--- src/rtl/trivium_pkg.sv ---
// Shared types and constants for the Trivium keystream path: state encoding
// for the stream XOR stage and the default warm-up length.
package trivium_pkg;

  localparam int TRIVIUM_WARMUP = 1152;
  localparam int KS_BYTE_W      = 8;

  typedef enum logic [1:0] {
    IDLE   = 2'd0,
    WARMUP = 2'd1,
    RUN    = 2'd2
  } xor_state_t;

endpackage

--- src/rtl/trivium_ks_packer.sv ---
// Packs keystream bits LSB-first into a byte and holds it until consumed;
// the core is only enabled while the byte register still has room.
module trivium_ks_packer
  import trivium_pkg::*;
(
  input  logic                 clk,
  input  logic                 rst,
  input  logic                 i_clr,
  input  logic                 i_run,
  input  logic                 i_ks_bit,
  input  logic                 i_consume,
  output logic                 o_ks_en,
  output logic [KS_BYTE_W-1:0] o_ks_byte,
  output logic                 o_ks_full
);

  localparam int BCNT_W = $clog2(KS_BYTE_W);

  logic [BCNT_W-1:0]    r_bcnt;
  logic [KS_BYTE_W-1:0] r_ks_byte;
  logic                 r_ks_full;

  // NOTE: state is updated with non-blocking assignments so every register
  // samples pre-edge values, independent of statement order.
  always_ff @(posedge clk or posedge rst) begin
    if (rst) begin
      r_bcnt    <= '0;
      r_ks_byte <= '0;
      r_ks_full <= 1'b0;
    end else if (i_clr) begin
      r_bcnt    <= '0;
      r_ks_full <= 1'b0;
    end else if (i_run && !r_ks_full) begin
      r_ks_byte[r_bcnt] <= i_ks_bit;
      r_bcnt            <= r_bcnt + 1'b1;
      if (r_bcnt == BCNT_W'(KS_BYTE_W - 1)) begin
        r_ks_full <= 1'b1;
      end
    end else if (i_consume) begin
      r_ks_full <= 1'b0;
    end
  end

  assign o_ks_en   = i_run && !r_ks_full;
  assign o_ks_byte = r_ks_byte;
  assign o_ks_full = r_ks_full;

endmodule

--- src/rtl/trivium_stream_xor.sv ---
// Byte-wide stream-cipher stage: discards warm-up keystream, then XORs each
// accepted input byte with the next packed keystream byte.
module trivium_stream_xor
  import trivium_pkg::*;
#(
  parameter int WARMUP = TRIVIUM_WARMUP,
  parameter int CW     = $clog2(WARMUP + 1)
) (
  input  logic       clk,
  input  logic       rst,
  input  logic       start,
  output logic       ks_en,
  input  logic       ks_bit,
  input  logic       in_valid,
  output logic       in_ready,
  input  logic [7:0] in_data,
  output logic       out_valid,
  input  logic       out_ready,
  output logic [7:0] out_data,
  output logic       warm_done
);

  // Keeps the counter legal when WARMUP is 0 and the WARMUP state is unused.
  localparam int             WCW       = (CW < 1) ? 1 : CW;
  localparam logic [WCW-1:0] WCNT_LAST = WCW'(WARMUP - 1);

  xor_state_t     r_state;
  logic [WCW-1:0] r_wcnt;
  logic           r_warm_done;
  logic           r_out_valid;
  logic [7:0]     r_out_data;

  logic           w_run;
  logic           w_pk_en;
  logic           w_ks_full;
  logic [7:0]     w_ks_byte;
  logic           w_in_hs;
  logic           w_out_hs;

  assign w_run    = (r_state == RUN);
  assign in_ready = w_run && w_ks_full && (!r_out_valid || out_ready);
  assign w_in_hs  = in_valid && in_ready;
  assign w_out_hs = r_out_valid && out_ready;
  assign ks_en    = (r_state == trivium_pkg::WARMUP) || w_pk_en;

  trivium_ks_packer u_packer (
    .clk       (clk),
    .rst       (rst),
    .i_clr     (start),
    .i_run     (w_run),
    .i_ks_bit  (ks_bit),
    .i_consume (w_in_hs),
    .o_ks_en   (w_pk_en),
    .o_ks_byte (w_ks_byte),
    .o_ks_full (w_ks_full)
  );

  always_ff @(posedge clk or posedge rst) begin
    if (rst) begin
      r_state     <= IDLE;
      r_wcnt      <= '0;
      r_warm_done <= 1'b0;
    end else if (start) begin
      r_wcnt <= '0;
      if (WARMUP == 0) begin
        r_state     <= RUN;
        r_warm_done <= 1'b1;
      end else begin
        r_state     <= trivium_pkg::WARMUP;
        r_warm_done <= 1'b0;
      end
    end else begin
      case (r_state)
        trivium_pkg::WARMUP: begin
          r_wcnt <= r_wcnt + 1'b1;
          if (r_wcnt == WCNT_LAST) begin
            r_state     <= RUN;
            r_warm_done <= 1'b1;
          end
        end
        default: ;
      endcase
    end
  end

  // start outranks both handshakes, so a pending byte is dropped on restart.
  always_ff @(posedge clk or posedge rst) begin
    if (rst) begin
      r_out_valid <= 1'b0;
      r_out_data  <= 8'h00;
    end else if (start) begin
      r_out_valid <= 1'b0;
    end else if (w_in_hs) begin
      r_out_data  <= in_data ^ w_ks_byte;
      r_out_valid <= 1'b1;
    end else if (w_out_hs) begin
      r_out_valid <= 1'b0;
    end
  end

  assign out_valid = r_out_valid;
  assign out_data  = r_out_data;
  assign warm_done = r_warm_done;

endmodule
--- config.mk ---
export PLATFORM = sky130hd
export DESIGN_NAME = trivium_stream_xor
export DESIGN_NICKNAME = d
export VERILOG_FILES = /design/src/rtl/trivium_pkg.sv /design/src/rtl/trivium_ks_packer.sv /design/src/rtl/trivium_stream_xor.sv
export SDC_FILE = /design/constraint.sdc
export NUM_CORES = 1
export LEC_CHECK = 0
export CELL_PAD_IN_SITES_DETAIL_PLACEMENT = 0
export CELL_PAD_IN_SITES_GLOBAL_PLACEMENT = 1
export CORE_MARGIN = 2
export CORE_UTILIZATION = 35
export DETAILED_ROUTE_END_ITERATION = 10
export DONT_BUFFER_PORTS = 1
export PLACE_DENSITY_LB_ADDON = 0.25
export SYNTH_ARGS = -nofsm -noshare
export SYNTH_HDL_FRONTEND = slang
export SYNTH_HIERARCHICAL = 1
export SYNTH_SLANG_ARGS = --single-unit
--- constraint.sdc ---
create_clock -name clk -period 1.9 [get_ports clk]
set_clock_uncertainty 0.15 [all_clocks]
set_input_delay 0.38 -clock clk [delete_from_list [all_inputs] [get_ports clk]]
set_output_delay 0.38 -clock clk [all_outputs]
set_load 0.03 [all_outputs]
==> run metrics <==
routability cong.=0.786; I/O Pins=26; Area contributors post-synth=dfrtp_1 51%, mux2_2 6.1%, mux2_1 4.7%; RSZ-0062 raised after global routing=yes; Synth top area share=50.9%; pre-CTS setup slack=130 ps; Die Width=73.1 µm; top-count cell post-synth=dfrtp_1; net switching power=0.000313 W; pin count of the biggest net entering global routing=18; Max VDD drop=0.000324 V; Via density=5.30; Final Util=41.3%; H-tree Lvls=2; max cap viols=0; Avg Cell Area, Syn=11.6 µm²; Ys Warns=6; CP Capture Type=output port; layout cells sized above 1=21.4%; Gate power share=3.4%; initial antenna violation count=0; worst skew pair latency=290 ps; top cells by count, synth=34 x dfrtp_1, 10 x nand2_1, 9 x a21oi_1, 9 x mux2_2, 9 x xor2_1; Crit Path Class=reg -> out; EDFF count, synth=0; Tot GR Track Use=13.7%; vias in the first global route=1159; Worst EP required=1370 ps; final hold violations=0; P_int=0.00113 W; total core area=4660 µm²; Fmax=530 MHz; total grt overflow=0; drt pass-1 iters=4; worst path arrival time=1360 ps; Die ar.=5340 µm²; Synth Net Count=161; CTS sink cnt=34; 1st-iter DRT viols=40; number of diodes=0; Cell Area, Synth=1670 µm²; Post-Synthesis Cells=144; via count=1129; Routed WL=3.31 mm; Root Buffer Master=clkbuf_8; Port Buffers=0; Layout Nets=175; DRC=0; Switching Share=21.7%; Synth Register Bits=34; critical path peak fanout=6; Primary FF master, synth=dfrtp_1; area grow syn2layout=15.1%; count of final max-slew check failures=0; Hold/Removal Path Class=in -> reg; clock network fraction of design power=45.8%; fin worst setup slack=14.7 ps; CTS tree=yes; period utilisation layout=99.2%; first-pass GRT wire length=5.57 mm; cell taking the most area after synthesis=dfrtp_1; Cell Pwr Density=751 nW/µm²; Final setup viols=0; post-route minimum period=1890 ps; async set or reset register ratio after synthesis=100%; Worst-Margin Slew=611 ps; Die Span Y=73.1 µm; Non-Filler Instances=213; relative slew slack=59.2%; Num CTS Buffers=5; clk slew on worst S/H paths=70 ps; dpl hpwl=2.38 mm; Total Power=0.00144 W; Seq/Total Area, Yosys=50.9%; distinct cell type count after synthesis=34; dpl cells=201; Initial Utilization=35.8%; worst-case clock buffer depth=2; Leak=0.897 nW; Core Rows=25; DR WL/cell=15.5 µm; outcome=completed; ANT nets after route=0; crit start category=flip-flop; Sequential Power Share=50.8%
[power by group through the flow]
stage / sequential [W] / combinational, W / clock (W)
floorplan: 0.000747 / 0.0000338 / 0
global placement: 0.000748 / 0.0000399 / 0
detailed placement: 0.000748 / 0.0000424 / 0
CTS: 0.000734 / 0.0000514 / 0.000679
global route: 0.000734 / 0.0000569 / 0.000713
finish: 0.000734 / 0.0000492 / 0.000662
[cell usage in the layout, fill, tap and decap left out, drive strengths merged]
master and n:
ha 3, or4 4, nand3 3, nor4b 1, and3 1, clkbuf 5
nand2 10, or3 4, nand4b 1, o21ba 1, nand4 5, mux2i 3
nand3b 2, dlygate4sd3 2, nand2b 1, bufinv 1, dfrtp 34, nor2 8
o21bai 1, and2b 1, and4bb 1, nor4 1, clkinv 2, a21oi 9
xor2 9, buf 7, xnor2 2, inv 5, nor2b 5, mux2 17
nand4bb 1, o21ai 4, o31ai 4, or2 1
[critical path: stages (launching register included)]
cell and delay [ps]:
dfrtp_2 430, and2b_2 230, nor2b_4 130, or2_4 280
[cells by family (layout without fill, tap and decap cells)]
| logic type | count (synthesis) | after routing | synth area share [%] |
|---|---|---|---|
| AO/OA/AOI/OAI | 19 | 19 | 6.74 |
| XOR/XNOR | 11 | 11 | 5.77 |
| adder cells (fa/ha/maj) | 3 | 3 | 2.25 |
| buffers and inverters | 7 | 22 | 1.65 |
| flip-flops | 34 | 34 | 50.9 |
| multiplexers | 20 | 20 | 13.5 |
| AND/OR/NAND/NOR | 50 | 50 | 19.2 |
[per-layer routing]
metal | share of wire (%) | wire length [µm] | track usage [%]
met1 | 47 | 1550 | 18.2
met2 | 46 | 1540 | 20.5
met5 | 0 | 0 | 0
met4 | 1.6 | 54 | 4.94
met3 | 5.1 | 170 | 4.97
[sequential cells by signal, indices dropped and copies added (netlist names)]
register / count
out_data: 8
u_packer/o_ks_full: 1
out_valid: 1
r_state: 2
u_packer/o_ks_byte: 8
u_packer/r_bcnt: 3
r_wcnt: 11
[through the flow]
stage,hold slack [ps],area (µm²),setup TNS [ps]
final,63.2,1920,0
after global routing,59.6,1920,-44.9
after global placement,55.4,1770,0
after CTS,58.9,1920,0
after floorplan,94.7,1680,0
after detailed placement,64.4,1770,0
[worst paths after layout]
kind / startpoint / to / slack (ps) / cells after the start
setup / recovery: r_state[1]$_DFFE_PP0P_ / ks_en / 10 / 3
hold / removal: start / r_state[0]$_DFFE_PP0P_ / 60 / 1
setup reg to reg: r_wcnt[0]$_DFFE_PP0P_ / r_wcnt[8]$_DFFE_PP0P_ / 120 / 4
hold reg to reg: u_packer/o_ks_byte[5]$_DFFE_PP0P_ / u_packer/o_ks_byte[5]$_DFFE_PP0P_ / 370 / 1
max in group asynchronous: rst / r_state[1]$_DFFE_PP0P_ / 730 / 3
min in group asynchronous: rst / out_data[1]$_DFFE_PP0P_ / 340 / 2
[cell type report]
type | instances | area, µm²
clock inverters | 3 | 40.0
clock buffers | 5 | 68.8
fillers | 460 | 2740
flip-flops and latches | 34 | 852
inverters | 5 | 18.8
well taps | 54 | 67.6
repair buffers | 9 | 72.6
multi-input cells | 103 | 803
[repair_timing]
item                                    CTS  global route
hold buffers                              2             0
cloned                                    0             0
pin swaps                                 1             0
endpoints found under the hold margin    33             0
setup buffers                             2             0
endpoints found under the setup margin    2             2
gates resized for setup                   2             0
(Power assumes the default switching activity.)
